**config.mk**
```make
export PLATFORM = sky130hd
export DESIGN_NAME = iterative_divider
export DESIGN_NICKNAME = d
export VERILOG_FILES = /design/src/rtl/iterative_divider.sv
export SDC_FILE = /design/constraint.sdc
export NUM_CORES = 1
export LEC_CHECK = 0
export ABC_AREA = 1
export BUFFER_PORTS_ARGS = -buffer_cell sky130_fd_sc_hd__buf_4
export CAP_MARGIN = 20
export CORE_AREA = 2 2 70 72
export CTS_CLUSTER_DIAMETER = 40
export DETAILED_ROUTE_END_ITERATION = 12
export DIE_AREA = 0 0 72 74
export GPL_TIMING_DRIVEN = 0
export PLACE_DENSITY_LB_ADDON = 0.15
export REMOVE_ABC_BUFFERS = 1
export SYNTH_ARGS = -nofsm -noshare
export SYNTH_HDL_FRONTEND = slang
export SYNTH_SLANG_ARGS = --single-unit
```
**constraint.sdc**
```tcl
create_clock -name clock -period 5.4 [get_ports clock]
set_input_delay 1.62 -clock clock [delete_from_list [all_inputs] [get_ports clock]]
set_output_delay 1.62 -clock clock [all_outputs]
set_load 0.01 [all_outputs]
```
**src/rtl/iterative_divider.sv**
```systemverilog
// Iterative restoring divider: one quotient bit per clock, MSB first.
// Handles unsigned or two's-complement operands. Divide-by-zero and the
// signed most-negative / -1 case are resolved without extra cycles.
module iterative_divider #(
  parameter int WIDTH  = 8,
  parameter bit SIGNED = 1'b0
) (
  input  logic             clock,
  input  logic             reset,
  input  logic             start_in,
  input  logic [WIDTH-1:0] dividend_in,
  input  logic [WIDTH-1:0] divisor_in,
  output logic             busy_out,
  output logic             done_out,
  output logic [WIDTH-1:0] quotient_out,
  output logic [WIDTH-1:0] remainder_out,
  output logic             dbz_out
);

  localparam int CW = $clog2(WIDTH + 1);
  localparam logic [WIDTH-1:0] ONE_W  = {{(WIDTH-1){1'b0}}, 1'b1};
  localparam logic [WIDTH-1:0] ZERO_W = {WIDTH{1'b0}};
  localparam logic [WIDTH-1:0] ONES_W = {WIDTH{1'b1}};
  localparam logic [CW-1:0]    ONE_C  = CW'(1);
  localparam logic [CW-1:0]    ZERO_C = CW'(0);
  localparam logic [CW-1:0]    LOAD_C = CW'(WIDTH);

  typedef enum logic [1:0] {
    ST_IDLE   = 2'd0,
    ST_CALC   = 2'd1,
    ST_FINISH = 2'd2
  } state_e;

  // Two's-complement negation helper.
  function automatic logic [WIDTH-1:0] negate(input logic [WIDTH-1:0] v);
    return ~v + ONE_W;
  endfunction

  // Magnitude of an operand; identity when operands are unsigned.
  function automatic logic [WIDTH-1:0] magnitude(input logic [WIDTH-1:0] v);
    return (SIGNED && v[WIDTH-1]) ? negate(v) : v;
  endfunction

  state_e           state_q, state_d;
  logic [CW-1:0]    count_q, count_d;
  logic [WIDTH-1:0] dq_q, dq_d;           // dividend shifts out, quotient shifts in
  logic [WIDTH:0]   rem_q, rem_d;         // partial remainder, one guard bit
  logic [WIDTH-1:0] dsr_q, dsr_d;         // divisor magnitude
  logic             q_neg_q, q_neg_d;
  logic             r_neg_q, r_neg_d;
  logic             dbz_pend_q, dbz_pend_d;
  logic [WIDTH-1:0] quotient_q, quotient_d;
  logic [WIDTH-1:0] remainder_q, remainder_d;
  logic             dbz_q, dbz_d;
  logic             done_q, done_d;
  logic             busy_q, busy_d;

  logic [WIDTH:0]   trial_s;
  logic [WIDTH:0]   diff_s;
  logic             qbit_s;

  // One restoring step: shift in the next dividend bit and try the subtract.
  // A set guard bit would mean the shifted value already exceeds any divisor.
  always_comb begin
    trial_s = {rem_q[WIDTH-1:0], dq_q[WIDTH-1]};
    diff_s  = trial_s - {1'b0, dsr_q};
    qbit_s  = rem_q[WIDTH] | (trial_s >= {1'b0, dsr_q});
  end

  // Next-state, datapath and registered-output computation.
  always_comb begin
    state_d     = state_q;
    count_d     = count_q;
    dq_d        = dq_q;
    rem_d       = rem_q;
    dsr_d       = dsr_q;
    q_neg_d     = q_neg_q;
    r_neg_d     = r_neg_q;
    dbz_pend_d  = dbz_pend_q;
    quotient_d  = quotient_q;
    remainder_d = remainder_q;
    dbz_d       = dbz_q;
    done_d      = 1'b0;

    case (state_q)
      ST_IDLE: begin
        if (start_in) begin
          count_d = LOAD_C;
          rem_d   = {(WIDTH+1){1'b0}};
          dsr_d   = magnitude(divisor_in);
          q_neg_d = SIGNED && (dividend_in[WIDTH-1] ^ divisor_in[WIDTH-1]);
          r_neg_d = SIGNED && dividend_in[WIDTH-1];
          if (divisor_in == ZERO_W) begin
            // Keep the raw dividend: it becomes the remainder unchanged.
            dbz_pend_d = 1'b1;
            dq_d       = dividend_in;
            state_d    = ST_FINISH;
          end else begin
            dbz_pend_d = 1'b0;
            dq_d       = magnitude(dividend_in);
            state_d    = ST_CALC;
          end
        end else begin
          state_d = ST_IDLE;
        end
      end
      ST_CALC: begin
        count_d = count_q - ONE_C;
        dq_d    = {dq_q[WIDTH-2:0], qbit_s};
        rem_d   = qbit_s ? diff_s : trial_s;
        if (count_q == ONE_C) begin
          state_d = ST_FINISH;
        end else begin
          state_d = ST_CALC;
        end
      end
      ST_FINISH: begin
        // Most-negative / -1 needs no special case: the magnitude quotient
        // is 2^(WIDTH-1), which reads back as the most-negative value.
        if (dbz_pend_q) begin
          quotient_d  = ONES_W;
          remainder_d = dq_q;
          dbz_d       = 1'b1;
        end else begin
          quotient_d  = q_neg_q ? negate(dq_q) : dq_q;
          remainder_d = r_neg_q ? negate(rem_q[WIDTH-1:0]) : rem_q[WIDTH-1:0];
          dbz_d       = 1'b0;
        end
        done_d  = 1'b1;
        count_d = ZERO_C;
        state_d = ST_IDLE;
      end
      default: begin
        count_d = ZERO_C;
        state_d = ST_IDLE;
      end
    endcase

    busy_d = (state_d != ST_IDLE);
  end

  // State and output registers with asynchronous reset.
  always_ff @(posedge clock or posedge reset) begin
    if (reset) begin
      state_q     <= ST_IDLE;
      count_q     <= ZERO_C;
      dq_q        <= ZERO_W;
      rem_q       <= {(WIDTH+1){1'b0}};
      dsr_q       <= ZERO_W;
      q_neg_q     <= 1'b0;
      r_neg_q     <= 1'b0;
      dbz_pend_q  <= 1'b0;
      quotient_q  <= ZERO_W;
      remainder_q <= ZERO_W;
      dbz_q       <= 1'b0;
      done_q      <= 1'b0;
      busy_q      <= 1'b0;
    end else begin
      state_q     <= state_d;
      count_q     <= count_d;
      dq_q        <= dq_d;
      rem_q       <= rem_d;
      dsr_q       <= dsr_d;
      q_neg_q     <= q_neg_d;
      r_neg_q     <= r_neg_d;
      dbz_pend_q  <= dbz_pend_d;
      quotient_q  <= quotient_d;
      remainder_q <= remainder_d;
      dbz_q       <= dbz_d;
      done_q      <= done_d;
      busy_q      <= busy_d;
    end
  end

  assign busy_out      = busy_q;
  assign done_out      = done_q;
  assign quotient_out  = quotient_q;
  assign remainder_out = remainder_q;
  assign dbz_out       = dbz_q;

endmodule

```
==> impl_metrics.tcl, run 1 <==
set metrics [dict create \
    status "finished, final reports clean" \
    diodes 0 \
    synth_largest_area_cell "dfrtp_1" \
    crit_buf_inv 3 \
    dpl.hpwl_mm 4.147 \
    ios 38 \
    vias 2217 \
    numPortBuffers 37 \
    post_cts_buffers 0 \
    cpLargestDelayFamily "simple AND/OR/NAND/NOR gates" \
    setup_tns_ns 0 \
    cp_slowest_cell "nor2_2" \
    synth_edf_count 0 \
    cts_resized 0 \
    yosysMostFrequentCell "nand2_1" \
    grt_pass1_vias 1997 \
    r2r_cells 7 \
    endpoint "dq_q[2]" \
    min_path_type "flip-flop to flip-flop" \
    cts_sinks 51 \
    wl_mm 5.513 \
    die_x_um 72 \
    grt_max_degree 38 \
    crit_start "start_in" \
    worstHoldPathCells 2 \
    yosys-top-cells-count "nand2_1, dfrtp_1, inv_1" \
    synth_seq_cells 51 \
    grt_overflow_total 0 \
    final_cells 425 \
    routedWlPerCell_um 12.97 \
    path_cells "buf_4, inv_1, nor2_2, nor2_2, inv_1, o211ai_1, o21ai_1" \
    rr_startpoint "state_q[0]" \
    powerDensity_mw_per_mm2 682.5 \
    ys.flop_type "dfrtp_1" \
    cp_slowest_stage_delay_ns 0.56 \
    htree_levels 2 \
    gp_congestion 0.8421 \
    dp.cells 418 \
    async_reset_ff_share_pct 100.0 \
    cp_max_fo 20 \
    path_clk_slew_ns 0.09 \
    start_kind "input port" \
    rsz0062_at_grt "no" \
    ant_nets 0 \
    synth_area_leaders "dfrtp_1, nand2_1, inv_1" \
    slew_headroom_pct 52.45 \
    regToRegSetupSlack_ns 3.25 \
    dr.pass1.iters 4 \
    ys_types 33 \
    viasPerCell 5.216 \
    r2r_end "dq_q[2]" \
    num_rows 25 \
    core_area_mm2 0.004598 \
    ir_drop_uv 307.1 \
    path_class "input port to flip-flop" \
    ctsHoldBuffers 0 \
    fp.dieArea_mm2 0.005328 \
    cts_tree "yes" \
    synth_area_per_cell_um2 7.967 \
    end_kind "flip-flop" \
    grt_usage_pct 22.29 \
    cts_buffers 5 \
    area_growth_pct 14.72 \
    clk_latency_ns 0.31 \
    leakage_nw 1.578 \
    skew_ns 0.005629 \
    cts_root_buf "clkbuf_8" \
    synth-seq-area-share_pct 47.82 \
    synth.yosys.warnings 0 \
    start_util_pct 58.04 \
    cap_violations 0 \
    clk_path_buf_depth 2 \
    post-route-period-util_pct 54.44 \
    syn_inst 335 \
    finalMaxSlewViolations 0 \
    drt-initial-drc-count 119 \
    antenna_found_initial 0 \
    setup_viol 0 \
    yosys.area.top_type_share_pct 47.82 \
    worst_pin_slew_ns 0.7125 \
    synthesis.area_mm2 0.002669 \
    max_freq_mhz 340.1 \
    cp.depth 7 \
    drive_gt1_share_pct 16.44 \
    arrival_ns 3.17 \
    grt_pass1_wl_mm 9.142 \
    fp.dieH_um 74 \
    hold_viol 0 \
    drcViolationCount 0 \
    nets 401 \
    crit_required_ns 5.63 \
    fin_crit_ns 2.940 \
]
-- cell type report --
type / instances / area [um2]
Clock buffer: 5 / 68.82
Sequential cell: 51 / 1276
Inverter: 46 / 172.7
Fill cell: 417 / 1536
Timing Repair Buffer: 38 / 297.8
Multi-Input combinational cell: 229 / 1165
Clock inverter: 2 / 13.76
Tap cell: 54 / 67.56
-- worst reg2reg max path: stages, from the launching register on --
cell and delay, ns:
dfrtp_1 0.42, nor2_1 0.18, inv_1 0.07, nor2_2 0.54, nor2_2 0.27, inv_1 0.36, o211ai_1 0.14, o21ai_1 0.10
-- metal layers --
layer	vias to the layer above	routed length [um]	GRT usage [%]	part of all wire (%)
met5	-	0	0	0
met1	1026	2676	31.08	49
met4	0	106	8.805	1.9
met2	41	2546	35.39	46
li1	1141	-	-	-
met3	9	184	3.659	3.3
-- cell families after synthesis --
kind of cell / synth area share [%]
simple gates: 24.57
compound gates: 12.33
buf+inv: 8.532
flops: 47.82
fa+ha+maj: 5.438
xor+xnor: 1.313
-- stage by stage --
step	util (%)	hold slack [ns]	area, um2	setup WS [ns]	power [mW]
3_5_place_dp	64.79	0.4750	2979	2.135	1.886
5_1_grt	66.59	0.5273	3062	2.280	2.300
2_1_floorplan	-	0.4459	2614	2.550	1.549
4_1_cts	66.59	0.4979	3062	2.459	2.103
3_3_place_gp	64.35	0.4658	2959	1.917	1.842
6_report	66.59	0.4971	3062	2.460	2.090
-- registers in the layout, indices dropped and copies added (netlist names) --
name	cells
rem_q	9
dq_q	8
dsr_q	8
quotient_out	8
remainder_out	8
count_q	4
state_q	2
busy_out	1
dbz_out	1
dbz_pend_q	1
done_out	1
-- how the worst min path moves through the flow --
stage | start | end | slack [ns]
after floorplan | dsr_q[0] | dsr_q[0] | 0.45
after detailed placement | remainder_out[4] | remainder_out[4] | 0.48
after global routing | remainder_out[4] | remainder_out[4] | 0.53
after global placement | remainder_out[4] | remainder_out[4] | 0.47
final | remainder_out[4] | remainder_out[4] | 0.50
after CTS | remainder_out[4] | remainder_out[4] | 0.50
-- power breakdown --
group	total, mW	switching, mW	internal (mW)
logic	1.18	0.713	0.466
registers	0.695	0.125	0.570
clock network	0.217	0.128	0.0889
-- cells in the final DEF (no fill, tap or decap), drive strengths merged --
cell	Yosys	layout
dfrtp	51	51
nor3	4	4
buf	8	38
fa	1	1
and2	1	1
o31ai	1	1
xor2	3	3
or2	2	2
nand3b	1	1
o22ai	2	2
ha	10	10
clkbuf	1	5
o211ai	6	6
nand4	1	1
xnor2	1	1
nor4	1	1
a21oi	11	11
o21ai	38	38
nor2	37	37
nand3	19	19
nand2	88	88
clkinv	1	3
inv	45	45
a211oi	2	2
No activity file was read; power rests on OpenSTA's default activity.
==> run 2, diff against run 1 <==
--- a/config.mk
+++ b/config.mk
@@ -8,10 +8,10 @@
 export ABC_AREA = 1
 export BUFFER_PORTS_ARGS = -buffer_cell sky130_fd_sc_hd__buf_4
 export CAP_MARGIN = 20
-export CORE_AREA = 2 2 70 72
+export CORE_AREA = 2 2 76 78
 export CTS_CLUSTER_DIAMETER = 40
 export DETAILED_ROUTE_END_ITERATION = 12
-export DIE_AREA = 0 0 72 74
+export DIE_AREA = 0 0 78 80
 export GPL_TIMING_DRIVEN = 0
 export PLACE_DENSITY_LB_ADDON = 0.15
 export REMOVE_ABC_BUFFERS = 1
==> constraint.sdc (replaced) <==
create_clock -name clock -period 2.35 [get_ports clock]
set_input_delay 0.705 -clock clock [delete_from_list [all_inputs] [get_ports clock]]
set_output_delay 0.705 -clock clock [all_outputs]
set_load 0.01 [all_outputs]
==> run 2 against run 1 <==
Effect of this change:
- sequential cell count unchanged
- wire length increased by 4.6%
- sequential share of layout area shrank 0.59 points
- first-iteration DRC count shrank 11%
==> impl_metrics.tcl, run 2 (synthesis results as in run 1) <==
set metrics [dict create \
    status "finished, final reports clean" \
    r2r_end "dq_q[4]" \
    finalMaxSlewViolations 0 \
    vias 2235 \
    setup_viol 0 \
    start_kind "flip-flop" \
    crit_required_ns 2.54 \
    end_kind "flip-flop" \
    viasPerCell 5.034 \
    grt_pass1_vias 2136 \
    dp.cells 436 \
    p_sw_mw 2.238 \
    min_path_type "input port to asynchronous set/reset pin" \
    drt-initial-drc-count 106 \
    powerDensity_mw_per_mm2 1566 \
    internal-power_mw 2.625 \
    cap_violations 0 \
    r2r_cells 6 \
    hold_viol 0 \
    rsz0062_at_grt "no" \
    clk_path_buf_depth 2 \
    grt_overflow_total 0 \
    ir_drop_uv 731.5 \
    max_freq_mhz 505.1 \
    slew_headroom_pct 47.73 \
    dr.pass1.iters 4 \
    fp.dieH_um 80 \
    setup_ws_ns 0.3704 \
    final_cell_mix "nand2_1, dfrtp_1, inv_1, buf_4" \
    whs_ns 0.3721 \
    rr_startpoint "state_q[0]" \
    leakage_nw 1.582 \
    cts_sinks 51 \
    clkPwrFrac_pct 11.3 \
    dpl.hpwl_mm 4.224 \
    area_growth_pct 16.36 \
    nets 401 \
    core_area_mm2 0.005405 \
    drive_gt1_share_pct 16.67 \
    arrival_ns 2.17 \
    grt_max_degree 36 \
    numPortBuffers 37 \
    largest_reg_flops 9 \
    ant_nets 0 \
    cp_max_fo 25 \
    cp_slowest_cell "nor2_2" \
    multi_input_comb_area_mm2 0.001170 \
    die_x_um 78 \
    cts_tree "yes" \
    cts_buffers 5 \
    num_rows 27 \
    path_clk_slew_ns 0.10 \
    fp.dieArea_mm2 0.006240 \
    wl_mm 5.768 \
    routedWlPerCell_um 12.99 \
    diodes 0 \
    grt_pass1_wl_mm 10.01 \
    path_class "flip-flop to flip-flop" \
    fin_crit_ns 1.980 \
    setup_tns_ns 0 \
    cp_slowest_stage_delay_ns 0.48 \
    n_fill_cell 539 \
    drcViolationCount 0 \
    post-route-period-util_pct 84.24 \
    mostFrequentLayoutCell "nand2_1" \
    post_cts_buffers 0 \
    clk_latency_ns 0.31 \
    largest_register "rem_q" \
    ff_latch_area_mm2 0.001276 \
    final_cells 444 \
    pre_cts_ws_ns 0.02529 \
    ios 38 \
    switching_share_pct 46.02 \
    regToRegSetupSlack_ns 0.37 \
    gp_congestion 0.8361 \
    path_cells "nand2_2, inv_2, nor2_2, inv_1, o211ai_1, o21ai_0" \
    grt_usage_pct 20.26 \
    antenna_found_initial 0 \
    cts_root_buf "clkbuf_8" \
    combPwrFrac_pct 55.9 \
    seqPwrFrac_pct 32.8 \
    worst_pin_slew_ns 0.7832 \
    final_core_util_pct 57.45 \
    skew_ns 0.005421 \
    htree_levels 2 \
    start_util_pct 49.38 \
]
run 2: cell count changes in the layout (fill, tap and decap cells not counted), sizes merged:
cell | before | now
clkinvlp | 0 | 1
clkinv | 3 | 2
clkbuf | 5 | 6
run 2: metrics by stage:
| step | instance area [um2] | total power, mW |
|---|---|---|
| finish | 3105 | 4.862 |
| global placement | 2982 | 4.265 |
| global route | 3105 | 5.396 |
| floorplan | 2614 | 3.559 |
| detailed placement | 3002 | 4.340 |
| CTS | 3100 | 4.890 |
run 2: repair_timing:
action | in CTS | in global routing
gates resized for setup | 0 | 1
hold buffers | 0 | 0
endpoints found under the setup margin | 0 | 5
run 2: worst max path at each step:
stage / from / end
after floorplan: reset / busy_out
after detailed placement: start_in / dq_q[6]
final: state_q[0] / dq_q[4]
after global routing: state_q[0] / dq_q[4]
after global placement: reset / rem_q[4]
after CTS: state_q[0] / dq_q[6]
run 2: cell type report:
type                            instances  area share, %
Clock buffer                            6          2.659
Sequential cell                        51          41.10
Timing Repair Buffer                   38          9.589
Clock inverter                          2         0.5238
Tap cell                               72          2.901
Inverter                               46          5.560
Multi-Input combinational cell        229          37.67
run 2: worst max-delay path, delay by kind of cell (launching register included):
family,cells,cell delay (ns)
buffers and inverters,2,0.53
AO/OA/AOI/OAI,2,0.28
AND/OR/NAND/NOR,2,0.63
flip-flops,1,0.42
run 2: layer usage:
metal	part of all wire [%]	vias to the layer above	track usage (%)
met5	0	-	0
met2	48	46	34.22
met4	0.94	0	4.912
met3	3.8	6	3.054
met1	47	1037	27.58
li1	-	1146	-
run 2: power groups by stage:
| stage | registers, mW | logic [mW] | clock network [mW] |
|---|---|---|---|
| floorplan | 1.60 | 1.96 | 0 |
| global placement | 1.61 | 2.66 | 0 |
| detailed placement | 1.61 | 2.73 | 0 |
| CTS | 1.60 | 2.73 | 0.560 |
| global route | 1.65 | 3.16 | 0.589 |
| finish | 1.59 | 2.72 | 0.551 |
==> run 3, diff against run 2 <==
--- a/config.mk
+++ b/config.mk
@@ -8,10 +8,10 @@
 export ABC_AREA = 1
 export BUFFER_PORTS_ARGS = -buffer_cell sky130_fd_sc_hd__buf_4
 export CAP_MARGIN = 20
-export CORE_AREA = 2 2 76 78
+export CORE_AREA = 2 2 72 74
 export CTS_CLUSTER_DIAMETER = 40
 export DETAILED_ROUTE_END_ITERATION = 12
-export DIE_AREA = 0 0 78 80
+export DIE_AREA = 0 0 74 76
 export GPL_TIMING_DRIVEN = 0
 export PLACE_DENSITY_LB_ADDON = 0.15
 export REMOVE_ABC_BUFFERS = 1
==> constraint.sdc (replaced) <==
create_clock -name clock -period 2 [get_ports clock]
set_input_delay 0.6 -clock clock [delete_from_list [all_inputs] [get_ports clock]]
set_output_delay 0.6 -clock clock [all_outputs]
set_load 0.01 [all_outputs]
==> run 3 against run 2 <==
Effect of this change:
- count of clock-buffer cells in the layout is 1 lower
- total power rose by 18%
- clock power grew 6.7%
- wire length shrank 0.88%
- clock skew up 0.0020 ns
- final cell count decreased by 0.45%
- via count shrank 1.1%
- maximum frequency up 6.1%
- sequential cell count unchanged
- global-route usage is 2.1 points higher
==> impl_metrics.tcl, run 3 (synthesis results as in run 1) <==
set metrics [dict create \
    post_cts_buffers 0 \
    die_x_um 74 \
    start_util_pct 54.33 \
    r2r_end "dq_q[4]" \
    drive_gt1_share_pct 16.94 \
    arrival_ns 2.05 \
    numPortBuffers 37 \
    num_rows 26 \
    clk_path_buf_depth 2 \
    drcViolationCount 0 \
    htree_levels 2 \
    largest_reg_flops 9 \
    cp_max_fo 25 \
    worst_pin_slew_ns 0.4674 \
    regToRegSetupSlack_ns 0.13 \
    diodes 0 \
    start_kind "flip-flop" \
    cts_buffers 5 \
    cp_slowest_stage_delay_ns 0.45 \
    grt_pass1_wl_mm 9.956 \
    path_class "flip-flop to flip-flop" \
    cap_violations 0 \
    vias 2210 \
    gp_congestion 0.8388 \
    min_path_type "input port to asynchronous set/reset pin" \
    end_kind "flip-flop" \
    final_cells 442 \
    setup_ws_ns 0.1348 \
    dr.pass1.iters 4 \
    final_cell_mix "nand2_1, dfrtp_1, inv_1, buf_4" \
    grt_pass1_vias 2106 \
    slew_headroom_pct 68.80 \
    fp.dieArea_mm2 0.005624 \
    grt_overflow_total 0 \
    area_growth_pct 16.60 \
    skew_ns 0.007435 \
    ant_nets 0 \
    cts_root_buf "clkbuf_8" \
    routedWlPerCell_um 12.93 \
    grt_usage_pct 22.39 \
    finalMaxSlewViolations 0 \
    cts_tree "yes" \
    clk_latency_ns 0.30 \
    powerDensity_mw_per_mm2 1843 \
    viasPerCell 5.000 \
    setup_viol 0 \
    largest_register "rem_q" \
    crit_required_ns 2.19 \
    crit_buf_inv 2 \
    dp.cells 434 \
    leakage_nw 1.583 \
    post-route-period-util_pct 93.26 \
    n_fill_cell 452 \
    wl_mm 5.717 \
    core_area_mm2 0.004912 \
    rsz0062_at_grt "yes" \
    ios 38 \
    max_freq_mhz 536.1 \
    cts_sinks 51 \
    drt-initial-drc-count 84 \
    pre_cts_ws_ns -0.1956 \
    antenna_found_initial 0 \
    nets 402 \
    status "finished, final reports clean" \
    path_clk_slew_ns 0.10 \
    rr_startpoint "state_q[0]" \
    cp_slowest_cell "dfrtp_1" \
    fin_crit_ns 1.865 \
    mostFrequentLayoutCell "nand2_1" \
    hold_viol 0 \
    fp.dieH_um 76 \
    r2r_cells 6 \
    dpl.hpwl_mm 4.084 \
    grt_max_degree 38 \
    path_cells "nand2_2, inv_2, nor2_4, clkinvlp_4, o211ai_1, o21ai_0" \
    ir_drop_uv 993.4 \
    cpLargestDelayFamily "simple AND/OR/NAND/NOR gates" \
]
## run 3: changes by cell type in the layout (fill, tap and decap cells not counted)
cell / delta
nand2_4: +1
nand2_2: -1
inv_1: -1
clkbuf_8: -1
clkinv_2: +1
nor2_4: +2
nor2_2: -1
## run 3: how the worst max path moves through the flow
stage | from | to | slack (ns) | depth (start not counted)
floorplan | reset | busy_out | 0.17 | 1
global placement | reset | rem_q[4] | -0.47 | 2
detailed placement | start_in | dq_q[5] | -0.20 | 7
CTS | state_q[0] | dq_q[4] | 0.02 | 6
global route | state_q[0] | dq_q[5] | -0.02 | 6
finish | state_q[0] | dq_q[4] | 0.13 | 6
## run 3: cell type report
| class | instances | area [um2] | share of cell area, % |
|---|---|---|---|
| Sequential cell | 51 | 1276 | 41.01 |
| Multi-Input combinational cell | 230 | 1191 | 38.28 |
| Timing Repair Buffer | 38 | 297.8 | 9.570 |
| Inverter | 46 | 176.4 | 5.669 |
| Tap cell | 70 | 87.58 | 2.815 |
| Clock buffer | 5 | 68.82 | 2.212 |
| Clock inverter | 2 | 13.76 | 0.4423 |
## run 3: metrics by stage
step	hold WS [ns]	total power [mW]	TNS, ns	area [um2]	util, %
detailed placement	0.4708	5.074	-1.011	2999	61.05
finish	0.2526	5.736	0	3112	63.35
global route	0.2806	6.370	-0.05396	3112	63.35
floorplan	0.4459	4.182	0	2614	-
CTS	0.2525	5.688	0	3087	62.84
global placement	0.4678	4.994	-24.98	2979	60.65
## run 3: where the power goes
group          leakage [nW]  switching, mW  internal (mW)  total [mW]
Clock                0.0440          0.348          0.240       0.588
Combinational         0.917           1.98           1.28        3.27
Sequential            0.622          0.342           1.54        1.88
Total                  1.58           2.67           3.06        5.74
## run 3: timing repair
action | in CTS | in global routing
hold buffers | 0 | 0
cloned | 0 | 1
endpoints found under the setup margin | 6 | 15
resized for setup | 1 | 4
pin swaps | 0 | 2
## run 3: worst register-to-register path: stages, from the launching register on
cell and delay, ns:
dfrtp_1 0.45, nand2_2 0.17, inv_2 0.22, nor2_4 0.36, clkinvlp_4 0.31, o211ai_1 0.14, o21ai_0 0.10
## run 3: per-layer routing
metal	vias up	track usage, %	part of all wire [%]
met5	-	0	0
met4	0	5.455	1.0
met3	7	4.101	2.6
met2	28	34.82	48
met1	1024	32.37	49
li1	1151	-	-
